[src/rtl/game_countdown_timer_if.sv]
// Round-control and display bundle between the game FSM, the countdown
// timer and the display/LED drivers.
interface game_countdown_timer_if;
    logic       game_active;
    logic       timer_expired;
    logic [6:0] time_left;
    logic [3:0] time_tens;
    logic [3:0] time_ones;
    logic       time_warning;

    modport master (
        output game_active,
        input  timer_expired,
        input  time_left,
        input  time_tens,
        input  time_ones,
        input  time_warning
    );

    modport slave (
        input  game_active,
        output timer_expired,
        output time_left,
        output time_tens,
        output time_ones,
        output time_warning
    );
endinterface

[src/rtl/game_countdown_timer.sv]
// Per-round countdown timer: counts 1Hz ticks down from GAME_SECONDS,
// keeping a binary and a BCD copy of the remaining time in lockstep.
module game_countdown_timer #(
    parameter int GAME_SECONDS = 30,
    parameter int WARN_SECONDS = 5
) (
    input  logic                  clkIn,
    input  logic                  reset,
    input  logic                  incrementClk,
    game_countdown_timer_if.slave tmr
);
    typedef enum logic [1:0] {
        IDLE  = 2'd0,
        COUNT = 2'd1,
        DONE  = 2'd2
    } state_t;

    localparam logic [6:0] LP_GAME    = 7'(GAME_SECONDS);
    localparam logic [3:0] LP_TENS    = 4'(GAME_SECONDS / 10);
    localparam logic [3:0] LP_ONES    = 4'(GAME_SECONDS % 10);
    localparam logic [6:0] LP_WARN    = 7'(WARN_SECONDS);
    localparam logic       LP_WARN_EN = (WARN_SECONDS != 0);

    state_t     r_state;
    logic       r_s1;
    logic       r_s2;
    logic       r_s3;
    logic [6:0] r_time;
    logic [3:0] r_tens;
    logic [3:0] r_ones;
    logic       r_expired;
    logic       r_warn;

    state_t     w_state_nx;
    logic [6:0] w_time_nx;
    logic [3:0] w_tens_nx;
    logic [3:0] w_ones_nx;
    logic       w_expired_nx;
    logic       w_warn_nx;
    logic       w_tick;

    assign w_tick = r_s2 & ~r_s3;

    always_ff @(posedge clkIn) begin
        if (reset) begin
            r_s1 <= 1'b0;
            r_s2 <= 1'b0;
            r_s3 <= 1'b0;
        end else begin
            r_s1 <= incrementClk;
            r_s2 <= r_s1;
            r_s3 <= r_s2;
        end
    end

    always_ff @(posedge clkIn) begin
        if (reset) begin
            r_state   <= IDLE;
            r_time    <= LP_GAME;
            r_tens    <= LP_TENS;
            r_ones    <= LP_ONES;
            r_expired <= 1'b0;
            r_warn    <= 1'b0;
        end else begin
            r_state   <= w_state_nx;
            r_time    <= w_time_nx;
            r_tens    <= w_tens_nx;
            r_ones    <= w_ones_nx;
            r_expired <= w_expired_nx;
            r_warn    <= w_warn_nx;
        end
    end

    always_comb begin
        w_state_nx   = r_state;
        w_time_nx    = r_time;
        w_tens_nx    = r_tens;
        w_ones_nx    = r_ones;
        w_expired_nx = 1'b0;
        unique case (r_state)
            IDLE: begin
                if (tmr.game_active) begin
                    w_state_nx = COUNT;
                    w_time_nx  = LP_GAME;
                    w_tens_nx  = LP_TENS;
                    w_ones_nx  = LP_ONES;
                end
            end
            COUNT: begin
                // Abort wins over a tick landing in the same cycle.
                if (!tmr.game_active) begin
                    w_state_nx = IDLE;
                    w_time_nx  = LP_GAME;
                    w_tens_nx  = LP_TENS;
                    w_ones_nx  = LP_ONES;
                end else if (w_tick && (r_time > 7'd1)) begin
                    w_time_nx = r_time - 7'd1;
                    if (r_ones == 4'd0) begin
                        w_ones_nx = 4'd9;
                        w_tens_nx = r_tens - 4'd1;
                    end else begin
                        w_ones_nx = r_ones - 4'd1;
                    end
                end else if (w_tick) begin
                    w_state_nx   = DONE;
                    w_time_nx    = 7'd0;
                    w_tens_nx    = 4'd0;
                    w_ones_nx    = 4'd0;
                    w_expired_nx = 1'b1;
                end
            end
            DONE: begin
                if (!tmr.game_active) begin
                    w_state_nx = IDLE;
                end
            end
            default: begin
                w_state_nx = IDLE;
                w_time_nx  = LP_GAME;
                w_tens_nx  = LP_TENS;
                w_ones_nx  = LP_ONES;
            end
        endcase
        w_warn_nx = (w_state_nx == COUNT) && (w_time_nx <= LP_WARN)
                    && LP_WARN_EN;
    end

    assign tmr.timer_expired = r_expired;
    assign tmr.time_left     = r_time;
    assign tmr.time_tens     = r_tens;
    assign tmr.time_ones     = r_ones;
    assign tmr.time_warning  = r_warn;
endmodule

[src/flat_wrapper.sv]
// flat-port wrapper written by rule: the top's interface ports become plain ports
module game_countdown_timer_flat 
#(
    parameter int GAME_SECONDS = 30,
    parameter int WARN_SECONDS = 5
)
  (clkIn, reset, incrementClk, tmr_game_active, tmr_timer_expired, tmr_time_left, tmr_time_tens, tmr_time_ones, tmr_time_warning);
  game_countdown_timer_if tmr_i ();
  input  logic clkIn;
  input  logic reset;
  input  logic incrementClk;
  input wire logic [$bits(tmr_i.game_active)-1:0] tmr_game_active;
  output wire logic [$bits(tmr_i.timer_expired)-1:0] tmr_timer_expired;
  output wire logic [$bits(tmr_i.time_left)-1:0] tmr_time_left;
  output wire logic [$bits(tmr_i.time_tens)-1:0] tmr_time_tens;
  output wire logic [$bits(tmr_i.time_ones)-1:0] tmr_time_ones;
  output wire logic [$bits(tmr_i.time_warning)-1:0] tmr_time_warning;
  assign tmr_i.game_active = tmr_game_active;
  assign tmr_timer_expired = tmr_i.timer_expired;
  assign tmr_time_left = tmr_i.time_left;
  assign tmr_time_tens = tmr_i.time_tens;
  assign tmr_time_ones = tmr_i.time_ones;
  assign tmr_time_warning = tmr_i.time_warning;
  game_countdown_timer #(.GAME_SECONDS(GAME_SECONDS), .WARN_SECONDS(WARN_SECONDS)) u_core (.clkIn(clkIn), .reset(reset), .incrementClk(incrementClk), .tmr(tmr_i));
endmodule
[config.mk]
export PLATFORM = sky130hd
export DESIGN_NAME = game_countdown_timer_flat
export DESIGN_NICKNAME = d
export VERILOG_FILES = /design/src/rtl/game_countdown_timer_if.sv /design/src/rtl/game_countdown_timer.sv /design/src/flat_wrapper.sv
export SDC_FILE = /design/constraint.sdc
export NUM_CORES = 1
export LEC_CHECK = 0
export CAP_MARGIN = 20
export CORE_AREA = 2 2 88 48
export CTS_BUF_LIST = sky130_fd_sc_hd__clkbuf_4 sky130_fd_sc_hd__clkbuf_8
export CTS_CLUSTER_DIAMETER = 100
export DETAILED_ROUTE_END_ITERATION = 8
export DIE_AREA = 0 0 90 50
export HOLD_SLACK_MARGIN = 0.1
export PLACE_DENSITY = 0.58
export REMOVE_ABC_BUFFERS = 1
export SLEW_MARGIN = 15
export SYNTH_ARGS = -nofsm -noshare
export SYNTH_HDL_FRONTEND = slang
export SYNTH_SLANG_ARGS = --single-unit
export TNS_END_PERCENT = 30
[constraint.sdc]
create_clock -name clkIn -period 2.4 [get_ports clkIn]
set_input_delay 0.48 -clock clkIn [delete_from_list [all_inputs] [get_ports clkIn]]
set_output_delay 0.48 -clock clkIn [all_outputs]
set_load 0.02 [all_outputs]
# Word level (Yosys, flattened, before mapping)
# Index checks and enable logic that the tools add are counted.
dict set report totals {
  register_bits 22
  out_inout_bits 17
  elab_cells 55
}
dict set report op_classes {
  n_addsub 3
  order_cmp 2
  eq_ne 6
  mux 23
  n_bitwise 5
  reduce_logical 7
}
# op count
set ops {}
lappend ops {{$mux 4} 9}
lappend ops {{$mux 7} 4}
lappend ops {{$pmux 4 s3} 2}
lappend ops {{$pmux 7 s3} 1}
lappend ops {{$mux 2} 5}
lappend ops {{$sub 4x1->4 const B} 2}
lappend ops {{$gt 7x1->1 const B} 1}
lappend ops {{$le 7x3->1 const B} 1}
lappend ops {{$sub 7x1->7 const B} 1}
lappend ops {{$pmux 2 s3} 1}
lappend ops {{$eq 2x1->1 const B} 2}
lappend ops {{$logic_not 4->1} 1}
lappend ops {{$ne 4x2->1 const B} 1}
lappend ops {{$ne 4x4->1 const B} 1}
lappend ops {{$not 1->1} 4}
lappend ops {{$reduce_and 4->1} 1}
lappend ops {{$reduce_or 4->1} 1}
lappend ops {{$reduce_and 3->1} 1}
lappend ops {{$eq 2x2->1 const B} 1}
lappend ops {{$logic_and 1x1->1} 2}
lappend ops {{$logic_not 2->1} 1}
lappend ops {{$ne 2x2->1 const B} 1}
lappend ops {{$and 1x1->1} 1}
lappend ops {{$mux 1} 1}

# Logic depth before layout (Yosys ltp)
# Gate-level depths: netlist of run 1.
dict set report logic_depth {
  ltp_word 8
  ltp_mapped 8
  mapped_depth_nobuf 7
}

# Least setup slack after synthesis of run 1
# Ideal clock, no wire load.
dict set report synth_path {
  path_kind {reg2reg}
  from {register u_core.r_time[3] (netlist: u_core.tmr.time_left[3])}
  to {register u_core.r_tens[1] (netlist: u_core.tmr.time_tens[1])}
  setup_time_ns 0.120
  t_arrival_ns 2.031
  required_time_ns 2.280
  setup_slack_ns 0.249
  stages_incl_launch_ff 7
  synth_period_minus_slack_ns 2.151
  cell_sequence {dfxtp_1 > buf_6 > or4_4 > o311a_4 > a221oi_4 > nor2_1 > a211o_1}
}
dict set report synth_between {
  elab_chain_len 5
}
# element line_no
set synth_rtl {}
lappend synth_rtl {{start, declared} game_countdown_timer.sv:28} ;# logic [6:0] r_time;
lappend synth_rtl {{start signal, assigned} game_countdown_timer.sv:66} ;# r_time <= w_time_nx;
lappend synth_rtl {{$gt 7x1->1 *} game_countdown_timer.sv:96} ;# end else if (w_tick && (r_time > 7'd1)) begin
lappend synth_rtl {{$logic_and 1x1->1 *} game_countdown_timer.sv:96}
lappend synth_rtl {{$mux 4} game_countdown_timer.sv:96}
lappend synth_rtl {{$mux 4} game_countdown_timer.sv:91} ;# if (!tmr.game_active) begin
lappend synth_rtl {{$pmux 4 s3} game_countdown_timer.sv:80} ;# unique case (r_state)
lappend synth_rtl {{end signal, assigned} game_countdown_timer.sv:67} ;# r_tens <= w_tens_nx;
lappend synth_rtl {{end, declared} game_countdown_timer.sv:29} ;# logic [3:0] r_tens;
# Every way passes the cells marked *; elsewhere a longest branch is shown, timed or not.
# A chain may end at the register's enable or synchronous reset.

# Worst setup path after layout of run 1
dict set report layout_path {
  from {register u_core.r_time[6] (netlist: u_core.tmr.time_left[6])}
  to {register u_core.r_warn (netlist: u_core.tmr.time_warning)}
}
dict set report layout_between {
  elab_chain_len 7
}
# element line_no
set layout_rtl {}
lappend layout_rtl {{$gt 7x1->1} game_countdown_timer.sv:96}
lappend layout_rtl {{$logic_and 1x1->1} game_countdown_timer.sv:96}
lappend layout_rtl {{$mux 7 / $mux 2 (equally long branches)} game_countdown_timer.sv:96}
lappend layout_rtl {{$mux 7 / $mux 2 (equally long branches)} game_countdown_timer.sv:91}
lappend layout_rtl {{$pmux 7 s3 / $pmux 2 s3 (equally long branches)} game_countdown_timer.sv:80}
lappend layout_rtl {{$le 7x3->1 / $eq 2x1->1 (equally long branches)} game_countdown_timer.sv:124} ;# w_warn_nx = (w_state_nx == COUNT) && (w_time_nx <= LP_WARN)
lappend layout_rtl {{$logic_and 1x1->1 *} game_countdown_timer.sv:124}
lappend layout_rtl {{end signal, assigned} game_countdown_timer.sv:70} ;# r_warn <= w_warn_nx;
lappend layout_rtl {{end, declared} game_countdown_timer.sv:32} ;# logic r_warn;
# Marked as above.

==> flow_summary.ini, run 1 <==
[status]
outcome = complete, no violations

[worst_setup_path]
r2r_setup_slack_ns = 0.26
cp.arrival_ns = 2.34
cp_slowest_cell = sky130_fd_sc_hd__or4_1
slowest_delay_ns = 0.70
cpLargestDelayFamily = simple AND/OR/NAND/NOR gates
worst_setup_path_start_kind = register
worstPathCellList = or4_4 > or4_1 > a21oi_4 > o21ai_2 > nor3_2
critical_path_peak_fanout = 7
cp_num_buf_inv = 0
cp-end-kind = register
setup.worst_path.class = reg -> reg
worst_ep_required_time_ns = 2.60

[yosys]
synth_edf_count = 0
yosys_most_used_dff = sky130_fd_sc_hd__dfxtp_1
postSynthCellCount = 148
ys_seq_elements = 22
mapped_avg_cell_area_um2 = 8.60
synth-async-reset-ratio_pct = 0
yosysUniqueCellTypes = 47
synth_area_mm2 = 0.00127
ys.warnings.count = 0
fraction_of_the_yosys_area_taken_by_sequential_cells_pct = 34.6

[clock_network]
cts_repair_resize_count = 0
hold_buffers = 0
insertion_delay_ns = 0.26
cts_buffers = 3
clock_transition_at_the_registers_of_the_reported_paths_ns = 0.08
cts_root_buffer = sky130_fd_sc_hd__clkbuf_8
cts-root-to-sink-buffers = 2
sink_count_of_the_clock_tree = 22
clock_tree.htree_level_count = 1
clock_tree_from_tritoncts = yes
cts_setup_buffers = 0

[placement]
finalWeightedCongestion = 0.915
dpl-instance-area_mm2 = 0.00155
portBuffers = 20
dp.final_hpwl_um = 2520

[die]
core_region_area_mm2 = 0.00372
dieWidth_um = 90
fp.dieArea_mm2 = 0.00450
die_y_um = 50
start_util_pct = 34.2
placement_rows = 16
boundaryPins = 21

[timing]
final_hold_viol_count = 0
worst-slew-pin-transition_ns = 0.507
final-setup-viol-count = 0
setup_total_negative_slack_ns = 0
relSlewSlack_pct = 66.0
finalMaxSlewViolations = 0
achievable-frequency_mhz = 466
final_min_period_over_clock_period_pct = 89.4
finalCriticalPeriod_ns = 2.14
worst_clock_skew_ns = 0.00503
grt_setup_unrepaired = no

[route]
post_drt_via_cell_ratio = 5.16
num_vias = 1162
initialDrtViolationCount = 126
antenna_left = 0
drt-total-wl_um = 3190
detail_route.first_pass.iterations = 4
drt-wirelength-per-cell_um = 14.2
drc = 0

[layout]
final_cell_area_mm2 = 0.00159
register_area_um2 = 440
syn2layout_area_growth_pct = 25.1
n_antenna_cell = 0
multiInputGateArea_um2 = 763
final_layout_size_suffix_gt1_share_pct = 12.3
fill_cells = 390
nNetsFinal = 182

[global_route]
grt_first_pass_wirelength_um = 5360
grt_antenna_before_repair = 0
grt_use_total_pct = 15.6
via_count_of_the_first_global_routing_pass = 1009
grt_overflow_total = 0
largest_net_degree_at_the_start_of_global_routing = 14

[hold_path]
min_path_type = reg -> reg

[power_and_ir_drop]
ir_worst_vdd_uv = 163
power_per_cell_area_mw_per_mm2 = 440
p_leak_nw = 0.608

[flow_run]
reported_max_cap_violation_count = 0
[path summary, 6_finish.rpt]
| path | startpoint | to | cells past startpoint |
|---|---|---|---|
| min reg2reg | u_core.r_s1 | u_core.r_s2 | 1 |
| max | u_core.tmr.time_left[6] | u_core.tmr.time_warning | 5 |
| min | u_core.r_s1 | u_core.r_s2 | 1 |
| max reg2reg | u_core.tmr.time_left[6] | u_core.tmr.time_warning | 5 |
[final cells by class]
cell class | count | area share (%)
sequential | 22 | 27.7
inverter | 7 | 1.65
clock buffer | 3 | 2.59
tap | 54 | 4.25
multi-input combinational | 112 | 48.0
timing repair buffer | 27 | 15.9
[per-layer routing]
metal  GRT usage (%)  wire length (µm)  share of wire (%)  vias to the layer above
met5               0                 0                  0                        -
met2            18.8              1140                 36                       47
met3            6.57               291                9.1                        2
li1                -                 -                  -                      579
met1            24.0              1740                 54                      534
met4            4.62                21               0.66                        0
[report_power, final]
group	internal [W]	total (W)	switching, W	leakage, nW
logic	0.0000375	0.0000869	0.0000494	0.407
registers	0.000372	0.000381	0.00000843	0.179
clock network	0.000112	0.000233	0.000121	0.0216
[sequential cells by signal, summed over array words and instances, names as in the netlist]
signal and count:
u_core.r_s2 1, u_core.r_s3 1, u_core.r_s1 1, u_core.tmr.time_tens 4
u_core.tmr.time_left 7, u_core.r_state 2, u_core.tmr.timer_expired 1, u_core.tmr.time_warning 1
u_core.tmr.time_ones 4
[kinds of logic (layout without fill, tap and decap cells)]
| logic type | Yosys count | in the layout | share of synthesized area [%] |
|---|---|---|---|
| buffers and inverters | 14 | 37 | 5.41 |
| xor gates and xnor gates | 2 | 2 | 1.38 |
| AOI/OAI and AO/OA | 36 | 36 | 22.5 |
| adders and majority gates | 5 | 5 | 4.92 |
| and+or+nand+nor | 68 | 68 | 30.4 |
| DFF | 22 | 22 | 34.6 |
| muxes | 1 | 1 | 0.787 |
[cells in the final DEF (no fill, tap or decap), types with 2 or more instances in the layout]
cell,synthesis,layout
sky130_fd_sc_hd__a21oi_1,9,9
sky130_fd_sc_hd__dfxtp_1,22,22
sky130_fd_sc_hd__nand3b_1,4,4
sky130_fd_sc_hd__xor2_1,2,2
sky130_fd_sc_hd__nand2_1,9,9
sky130_fd_sc_hd__o21ai_0,5,5
sky130_fd_sc_hd__clkbuf_8,0,3
sky130_fd_sc_hd__nor3_1,7,7
sky130_fd_sc_hd__nor2_1,18,18
sky130_fd_sc_hd__nor3b_1,2,2
sky130_fd_sc_hd__nand2b_1,3,3
sky130_fd_sc_hd__ha_1,5,5
sky130_fd_sc_hd__nand3_1,5,5
sky130_fd_sc_hd__nand4_1,2,2
sky130_fd_sc_hd__clkdlybuf4s50_1,0,20
sky130_fd_sc_hd__o21bai_1,4,4
sky130_fd_sc_hd__a22oi_1,2,2
sky130_fd_sc_hd__buf_4,0,7
sky130_fd_sc_hd__a211oi_1,3,3
sky130_fd_sc_hd__inv_1,7,7
sky130_fd_sc_hd__or4_1,2,2
sky130_fd_sc_hd__nor2b_1,5,5
[cells in the mapped netlist (all sizes together), types with 4 or more instances]
cell,count,share of area (%)
inv,7,2.1
clkbuf,4,1.2
ha,5,4.9
dfxtp,22,35
nor2,18,5.3
nand3,5,2.0
nor2b,5,2.5
nor3,8,3.5
nand2,9,2.7
or4,4,2.8
o21bai,4,2.4
nand3b,4,2.4
a21oi,10,4.8
o21ai,6,2.7
[through the flow]
stage	utilization, %	hold slack, ns	setup WS, ns	std cells	total power, W
finish	42.7	0.455	0.255	225	0.000701
CTS	42.7	0.460	0.267	225	0.000710
global placement	41.6	0.426	0.180	222	0.000476
detailed placement	41.6	0.438	0.133	222	0.000476
global route	42.7	0.465	0.179	225	0.000742
floorplan	-	0.414	0.304	141	0.000439
Note: power is estimated with default switching activity, not from simulation.
==> run 2: changes to the inputs <==
--- a/config.mk
+++ b/config.mk
@@ -7,7 +7,7 @@
 export LEC_CHECK = 0
 export CAP_MARGIN = 20
 export CORE_AREA = 2 2 88 48
-export CTS_BUF_LIST = sky130_fd_sc_hd__clkbuf_4 sky130_fd_sc_hd__clkbuf_8
+export CTS_BUF_LIST = sky130_fd_sc_hd__clkbuf_8
 export CTS_CLUSTER_DIAMETER = 100
 export DETAILED_ROUTE_END_ITERATION = 8
 export DIE_AREA = 0 0 90 50
==> results of run 2 <==
Same layout as run 1: the final DEF is identical, and so are final timing and power.
